File: config.mk
export PLATFORM = sky130hd
export DESIGN_NAME = muldiv_unit
export DESIGN_NICKNAME = d
export VERILOG_FILES = /design/src/rtl/muldiv_pkg.sv /design/src/rtl/muldiv_step.sv /design/src/rtl/muldiv_unit.sv
export SDC_FILE = /design/constraint.sdc
export NUM_CORES = 1
export LEC_CHECK = 0
export CORE_ASPECT_RATIO = 1.5
export CORE_MARGIN = 3
export CORE_UTILIZATION = 61
export DETAILED_ROUTE_END_ITERATION = 6
export PLACE_DENSITY = 0.83
export SYNTH_ARGS = -nofsm -noshare
export SYNTH_HDL_FRONTEND = slang
export SYNTH_HIERARCHICAL = 1
export SYNTH_SLANG_ARGS = --single-unit
File: constraint.sdc
create_clock -name clk -period 5.4 [get_ports clk]
set_clock_uncertainty 0.2 [all_clocks]
set_input_delay 1.08 -clock clk [delete_from_list [all_inputs] [get_ports clk]]
set_output_delay 1.08 -clock clk [all_outputs]
set_load 0.01 [all_outputs]
File: src/rtl/muldiv_pkg.sv
// Shared types and operation decode helpers for the iterative RV32M multiply/divide unit.
package muldiv_pkg;

   typedef enum logic [2:0] {
      MUL    = 3'd0,
      MULH   = 3'd1,
      MULHSU = 3'd2,
      MULHU  = 3'd3,
      DIV    = 3'd4,
      DIVU   = 3'd5,
      REM    = 3'd6,
      REMU   = 3'd7
   } op_t;

   typedef enum logic [1:0] {
      IDLE = 2'd0,
      BUSY = 2'd1,
      FIX  = 2'd2,
      DONE = 2'd3
   } state_t;

   function automatic logic is_div(op_t op);
      return op inside {DIV, DIVU, REM, REMU};
   endfunction

   function automatic logic a_signed(op_t op);
      return op inside {MULH, MULHSU, DIV, REM};
   endfunction

   function automatic logic b_signed(op_t op);
      return op inside {MULH, DIV, REM};
   endfunction

endpackage

File: src/rtl/muldiv_step.sv
// One iteration group: BITS_PER_CYCLE unrolled shift-add (multiply) or restoring-subtract (divide) steps.
module muldiv_step #(
   parameter int XLEN           = 32,
   parameter int BITS_PER_CYCLE = 1
) (
   input  logic                div,
   input  logic [2*XLEN-1:0]   acc,
   input  logic [XLEN-1:0]     b,
   output logic [2*XLEN-1:0]   acc_next
);

   logic [2*XLEN-1:0] work;
   logic [XLEN:0]     sum;
   logic [XLEN:0]     diff;

   // Multiply: acc = {partial high, remaining multiplier}; divide: acc = {remainder, dividend/quotient}.
   always_comb begin
      work = acc;
      sum  = '0;
      diff = '0;
      for (int i = 0; i < BITS_PER_CYCLE; i++) begin
         if (div) begin
            diff = work[2*XLEN-1:XLEN-1] - {1'b0, b};
            if (!diff[XLEN])
               work = {diff[XLEN-1:0], work[XLEN-2:0], 1'b1};
            else
               work = {work[2*XLEN-2:0], 1'b0};
         end else begin
            sum  = {1'b0, work[2*XLEN-1:XLEN]} + (work[0] ? {1'b0, b} : {(XLEN+1){1'b0}});
            work = {sum, work[XLEN-1:1]};
         end
      end
      acc_next = work;
   end

endmodule

File: src/rtl/muldiv_unit.sv
// Iterative RV32M multiply/divide unit with valid/ready on both sides, flush and optional early-out.
module muldiv_unit
   import muldiv_pkg::*;
#(
   parameter int XLEN           = 32,
   parameter int BITS_PER_CYCLE = 1,
   parameter bit EARLY_OUT      = 1'b1
) (
   input  logic            clk,
   input  logic            rst_n,
   input  logic            flush_in,
   input  logic            valid_in,
   output logic            ready_out,
   input  op_t             op_in,
   input  logic [XLEN-1:0] a_in,
   input  logic [XLEN-1:0] b_in,
   input  logic [4:0]      rd_in,
   output logic            valid_out,
   input  logic            ready_in,
   output logic [XLEN-1:0] result_out,
   output logic [4:0]      rd_out,
   output logic            busy_out
);

   localparam int N     = XLEN / BITS_PER_CYCLE;
   localparam int CNT_W = (N > 1) ? $clog2(N) : 1;
   localparam logic [XLEN-1:0] MIN_NEG = {1'b1, {(XLEN-1){1'b0}}};

   state_t            state, state_d;
   op_t               op_q;
   logic              a_neg, b_neg, b_zero;
   logic [CNT_W-1:0]  cnt;
   logic [2*XLEN-1:0] acc, acc_step, prod;
   logic [XLEN-1:0]   b_mag;
   logic              accept, load, step, fix, early, early_hit, div_op;
   logic              a_neg_in, b_neg_in;
   logic [XLEN-1:0]   a_mag_in, b_mag_in, early_res, fix_res, quo_s, rem_s;

   assign ready_out = rst_n && ((state == IDLE) || (state == DONE && ready_in));
   assign valid_out = (state == DONE);
   assign busy_out  = (state == BUSY) || (state == FIX);
   assign accept    = valid_in && ready_out && !flush_in;

   assign a_neg_in  = a_signed(op_in) && a_in[XLEN-1];
   assign b_neg_in  = b_signed(op_in) && b_in[XLEN-1];
   assign a_mag_in  = a_neg_in ? -a_in : a_in;
   assign b_mag_in  = b_neg_in ? -b_in : b_in;
   assign early_hit = is_div(op_in) &&
                      ((b_in == '0) || (a_signed(op_in) && a_in == MIN_NEG && b_in == '1));
   assign early     = load && EARLY_OUT && early_hit;
   assign div_op    = is_div(op_q);

   // Architecturally mandated results for divide-by-zero and signed overflow.
   always_comb begin
      early_res = '0;
      case (op_in)
         DIV, DIVU: early_res = (b_in == '0) ? '1 : a_in;
         REM, REMU: early_res = (b_in == '0) ? a_in : '0;
         default:   early_res = '0;
      endcase
   end

   always_comb begin
      state_d = state;
      load    = 1'b0;
      step    = 1'b0;
      fix     = 1'b0;
      case (state)
         IDLE: if (accept) load = 1'b1;
         BUSY: begin
            step = 1'b1;
            if (cnt == '0) state_d = FIX;
         end
         FIX: begin
            fix     = 1'b1;
            state_d = DONE;
         end
         DONE: if (ready_in) begin
            state_d = IDLE;
            if (accept) load = 1'b1;
         end
         default: state_d = IDLE;
      endcase
      if (load) state_d = (EARLY_OUT && early_hit) ? DONE : BUSY;
      if (flush_in) begin
         state_d = IDLE;
         load    = 1'b0;
         step    = 1'b0;
         fix     = 1'b0;
      end
   end

   // Sign correction: quotient/product take the XOR of operand signs, remainder follows the dividend.
   always_comb begin
      prod    = (a_neg ^ b_neg) ? -acc : acc;
      quo_s   = (a_neg ^ b_neg) ? -acc[XLEN-1:0] : acc[XLEN-1:0];
      rem_s   = a_neg ? -acc[2*XLEN-1:XLEN] : acc[2*XLEN-1:XLEN];
      fix_res = rem_s;
      case (op_q)
         MUL:                fix_res = prod[XLEN-1:0];
         MULH, MULHSU, MULHU: fix_res = prod[2*XLEN-1:XLEN];
         DIV, DIVU:          fix_res = b_zero ? '1 : quo_s;
         default:            fix_res = rem_s;
      endcase
   end

   always_ff @(posedge clk or negedge rst_n) begin
      if (!rst_n) begin
         state      <= IDLE;
         cnt        <= '0;
         op_q       <= MUL;
         a_neg      <= 1'b0;
         b_neg      <= 1'b0;
         b_zero     <= 1'b0;
         rd_out     <= '0;
         result_out <= '0;
      end else begin
         state <= state_d;
         if (load) begin
            op_q   <= op_in;
            a_neg  <= a_neg_in;
            b_neg  <= b_neg_in;
            b_zero <= (b_in == '0);
            rd_out <= rd_in;
            cnt    <= CNT_W'(N - 1);
         end else if (step) begin
            cnt <= cnt - CNT_W'(1);
         end
         if (early)
            result_out <= early_res;
         else if (fix)
            result_out <= fix_res;
      end
   end

   always_ff @(posedge clk) begin
      if (load) begin
         acc   <= {{XLEN{1'b0}}, a_mag_in};
         b_mag <= b_mag_in;
      end else if (step) begin
         acc <= acc_step;
      end
   end

   muldiv_step #(
      .XLEN           (XLEN),
      .BITS_PER_CYCLE (BITS_PER_CYCLE)
   ) u_step (
      .div      (div_op),
      .acc      (acc),
      .b        (b_mag),
      .acc_next (acc_step)
   );

endmodule

==> flow_metrics.env <==
export IMPL_synthCells=1898
export IMPL_syn_area_um2=14800
export IMPL_p_leak_nw=6.85
export IMPL_vias=15418
export IMPL_htreeDepth=4
export IMPL_ys_async_sr_fraction=0.342
export IMPL_layout_nets=2115
export IMPL_synth_area_leaders="edfxtp_1 13%, dfrtp_1 8.4%, ha_1 6.5%"
export IMPL_fp_dieW_um=133
export IMPL_clkSinkCount=146
export IMPL_cts_setup_buffers=0
export IMPL_hold_viol=0
export IMPL_drt_iter0_drc=1540
export IMPL_finalNonFillerCells=2291
export IMPL_top_level_ports=117
export IMPL_rows=69
export IMPL_die_y_um=197
export IMPL_relSlewSlack=0.278
export IMPL_place_inst=2259
export IMPL_via_per_inst=6.73
export IMPL_crit_fanout=28
export IMPL_diodes=0
export IMPL_netlist_area_leader_share=0.130
export IMPL_finalMaxSlewViolations=0
export IMPL_critPathRequiredTime_ns=5.57
export IMPL_synth_top_area_cell="edfxtp_1"
export IMPL_cap_violations=0
export IMPL_ctsResizeCount=0
export IMPL_avgSynthCellArea_um2=7.81
export IMPL_rsz0062_at_grt="no"
export IMPL_synth_edf_count=64
export IMPL_drive_above_1_share=0.0705
export IMPL_synth_common_cells="226 x nand2_1, 181 x a21oi_1, 141 x nor2_1"
export IMPL_grt_total_usage=0.383
export IMPL_cts_path_max_buffers=2
export IMPL_antenna_found_initial=0
export IMPL_wl_um=51300
export IMPL_ant_nets=0
export IMPL_synth_nets=2054
export IMPL_synth_cell_types=89
export IMPL_yosysSeqAreaShare=0.257
export IMPL_cts_reportedPaths_clkPinSlew_ns=0.06
export IMPL_clockRootBuffer="clkbuf_16"
export IMPL_status="finished, final reports clean"
export IMPL_tritoncts="yes"
export IMPL_postCtsHoldBufs=0
export IMPL_grt_pass1_wl_um=80100
export IMPL_tightest_slew_ns=1.07
export IMPL_yosys_warnings=6
export IMPL_synth_seq_cells=146
export IMPL_hpwl_um=38800
export IMPL_crit_arrival_ns=4.81
export IMPL_tns_ns=0
export IMPL_cp_end_kind="flip-flop"
export IMPL_irDropWorstVdd_v=0.000425
export IMPL_numCtsBuffers=17
export IMPL_fmax_ghz=0.215
export IMPL_synthFlopType="edfxtp_1"
export IMPL_syn_to_final_growth_pct=13.3
export IMPL_first_pass_iters=7
export IMPL_min_period_over_period=0.861
export IMPL_grt_max_degree=80
export IMPL_place_port_buffers=116
export IMPL_worstHoldPathType="in -> async"
export IMPL_drcViolationCount=0
export IMPL_fill_cells=1986
export IMPL_grt_overflow_total=0
export IMPL_gp_congestion=1.02
export IMPL_clk_latency_ns=0.44
export IMPL_final_area_um2=16800
export IMPL_yosysMostFrequentCell="nand2_1"
export IMPL_min_period_ns=4.65
export IMPL_grt_pass1_vias=15045
export IMPL_core_um2=23800
export IMPL_wl_per_cell_um=22.4
export IMPL_r2r_slack_ns=0.75
export IMPL_initial_utilization=0.622
export IMPL_dieArea_um2=26300
export IMPL_start_kind="flip-flop"
export IMPL_setup_viol=0
export IMPL_powerDensity_nw_per_um2=542
export IMPL_crit_type="reg -> reg"
export IMPL_postPlaceCellArea_um2=16200
## cell usage in the layout, fill, tap and decap left out, types with 54 or more instances in the layout
cell	count
a21oi_1	181
clkdlybuf4s50_1	115
edfxtp_1	64
ha_1	77
inv_1	64
nand2_1	225
nor2_1	141
nor3_1	54
o21ai_0	103
xnor2_1	96
xor2_1	89
## where the power goes
| part | internal (mW) | switching, mW |
|---|---|---|
| registers | 1.56 | 0.584 |
| clock network | 0.645 | 0.513 |
| logic | 2.40 | 3.41 |
| total | 4.60 | 4.50 |
## path summary, 6_finish.rpt
kind | from | to | cells after the start
max | acc[0]$_DFFE_PP_ | acc[61]$_SDFFE_PN0P_ | 14
min | rst_n | op_q[2]$_DFFE_PN0N_ | 1
max reg2reg | acc[0]$_DFFE_PP_ | acc[61]$_SDFFE_PN0P_ | 14
min reg2reg | rd_out[3]$_DFFE_PN0N_ | rd_out[3]$_DFFE_PN0N_ | 2
max in group asynchronous | rst_n | result_out[23]$_DFFE_PN0P_ | 2
min in group clk | rd_out[3]$_DFFE_PN0N_ | rd_out[3]$_DFFE_PN0N_ | 2
## flip-flops by register name, summed over array words and instances (netlist names)
signal      flops
acc            64
b_mag          32
result_out     32
cnt             5
rd_out          5
op_q            3
state           2
a_neg           1
b_neg           1
b_zero          1
## cell type report
cell class,instances,area [µm²],area share
clock inverter,13,111,0.00663
tap,319,399,0.0238
timing repair buffer,156,1470,0.0874
multi-input combinational,1571,10300,0.614
sequential,146,3820,0.227
clock buffer,19,443,0.0264
inverter,67,251,0.0150
## metal layers
layer  track usage  wire (µm)
met1         0.446      19200
met2         0.667      25000
met3        0.0488       3730
met4         0.234       3390
met5             0          0
## per-stage QoR
stage / setup WS, ns / utilization / power, mW / hold WS (ns)
2_1_floorplan: 1.49 / - / 6.04 / 0.281
3_3_place_gp: 0.927 / 0.682 / 7.69 / 0.257
3_5_place_dp: 0.864 / 0.682 / 7.76 / 0.262
4_1_cts: 0.931 / 0.705 / 8.96 / 0.227
5_1_grt: 0.543 / 0.705 / 9.69 / 0.227
6_report: 0.752 / 0.705 / 9.10 / 0.237
## worst max-delay path, stage by stage, from the launching register on
cell	delay, ns
edfxtp_1	0.74
buf_4	0.39
and2_1	0.19
ha_1	0.29
a2111oi_0	0.66
nor4_1	0.13
buf_4	0.19
a41oi_2	0.42
a211oi_1	0.17
or4_1	0.52
a21oi_2	0.23
xor2_1	0.09
mux2i_1	0.13
nand2_1	0.07
a21oi_1	0.15
## cells by family after synthesis
group                    after synthesis  synth area share
AND/OR/NAND/NOR                      684             0.230
flip-flops                           146             0.257
adder cells (fa/ha/maj)               87            0.0731
XOR/XNOR                             187             0.110
buffers and inverters                181            0.0492
AO/OA/AOI/OAI                        546             0.232
multiplexers                          67            0.0479
Note: power is estimated with default switching activity, not from simulation.
==> RTL change: new RTL, config.mk and constraints unchanged <==
The parameter `EARLY_OUT` goes from 1'b1 to 1'b0.
--- a/src/rtl/muldiv_unit.sv
+++ b/src/rtl/muldiv_unit.sv
@@ -4,7 +4,7 @@
 #(
    parameter int XLEN           = 32,
    parameter int BITS_PER_CYCLE = 1,
-   parameter bit EARLY_OUT      = 1'b1
+   parameter bit EARLY_OUT      = 1'b0
 ) (
    input  logic            clk,
    input  logic            rst_n,
Formal check against the unedited RTL: not equivalent (Yosys sat finds a counterexample within 4 cycles, from zero or initial values and one cycle with rst_n low).
==> RTL change against the unedited design <==
Power rose by 2.6%. Cell area fell by 4.4%. Setup slack improved by 0.31 ns. Critical endpoint is now acc[63]. Hold slack improved by 0.041 ns. Routed wire length fell by 11%. Sequential cell count did not move. Synthesized area fell by 4.1%. The run now ends with DRC left.
==> RTL change: results (changes against the unedited design) <==
run status=complete, but fails checks; failing checks=DRC; Leak=6.43 nW (-6.1%); post-synthesis mux area share=0.0324 (-0.0156); Synth Area in XOR/XNOR=0.124 (+0.0133); Max IR drop VDD=0.411 mV (-3.4%); largest net degree at the start of global routing=79 (-1.3%); DRC viols=4 (+4); vias in the first global route=13300 (-12%); sequential area share after synthesis=0.268 (+0.0109); total track usage=0.359 (-0.0241); initial DRC count=1427 (-7.3%); synth top area cells=edfxtp_1, dfrtp_1, ha_1, xnor2_1, nand2_1; adder-cell share of the synthesized area=0.0697 (-0.00341); Max FO, Critical Path=29 (+3.6%); Min-Delay Path Class=reg -> reg; wire per inst=21.5 um (-3.9%); top cells by count, synth=nand2_1, a21oi_1, nor2_1; first-pass GRT wire length=70300 um (-12%); nets@finish=1990 (-5.9%); crit path DAT=4.44 ns (-0.37 ns); syn nets=1936 (-5.7%); share of cells above drive strength 1=0.0752 (+0.00473); GPL Wtd Cong=1.04 (+2.4%); post-detail-place hpwl=34800 um (-10%); compound-cell area share of the yosys netlist=0.254 (+0.0215); Least-Margin Pin Slew=1.10 ns (+0.0268 ns); die area=25200 sq um (-3.9%)
-- RTL change: area by class of cell --
class,count,share of cell area
antenna,1,0.000156
multi-input combinational,1469,0.607
clock buffer,18,0.0280
timing repair buffer,136,0.0821
clock inverter,14,0.00857
inverter,65,0.0152
sequential,146,0.237
tap,276,0.0215
-- RTL change: worst max-delay path, cell delays in order (launching register included) --
cell and delay (ns):
edfxtp_1 0.77, and2_1 0.31, ha_1 0.22, fa_1 0.45, a211oi_2 0.27, o21a_1 0.17, o21bai_1 0.13, a2111oi_2 0.55
nor3_1 0.18, o41ai_2 0.32, nor2_1 0.09, a2111oi_0 0.31, a21oi_1 0.07, nand2_1 0.08, a21oi_1 0.06
-- RTL change: layer usage --
layer | wire [um] | GRT usage
met3 | 2750 | 0.0626
met1 | 16400 | 0.382
met4 | 3590 | 0.244
met5 | 11 | 0
met2 | 22900 | 0.635
-- RTL change: where the power goes --
group          internal, mW  switching [mW]  total [mW]
combinational          2.46            3.44        5.90
clock                 0.676           0.528        1.20
sequential             1.56           0.666        2.23
total                  4.70            4.64        9.34
-- RTL change: stage by stage --
stage / instance area, sq um / std cells / setup slack, ns
5_1_grt: 16100 / 2125 / 0.822
3_5_place_dp: 15500 / 2092 / 1.12
6_report: 16100 / 2125 / 1.06
2_1_floorplan: 14200 / 1781 / 1.77
4_1_cts: 16100 / 2124 / 1.14
3_3_place_gp: 15500 / 2092 / 1.17
-- RTL change: cells by family after synthesis --
| family | count (synthesis) |
|---|---|
| XOR/XNOR | 201 |
| multiplexers | 42 |
| AO/OA/AOI/OAI | 549 |
| flip-flops | 146 |
| buffers and inverters | 166 |
| adder cells (fa/ha/maj) | 78 |
| AND/OR/NAND/NOR | 599 |
-- RTL change: final timing paths --
path	cells after the start	slack, ns	to	startpoint
hold / removal	2	0.28	rd_out[3]	rd_out[3]
max in group asynchronous	2	3.91	result_out[15]	rst_n
min in group asynchronous	2	0.58	op_q[1]	rst_n
setup reg to reg	14	1.06	acc[63]	acc[0]
setup / recovery	14	1.06	acc[63]	acc[0]
hold reg to reg	2	0.28	rd_out[3]	rd_out[3]
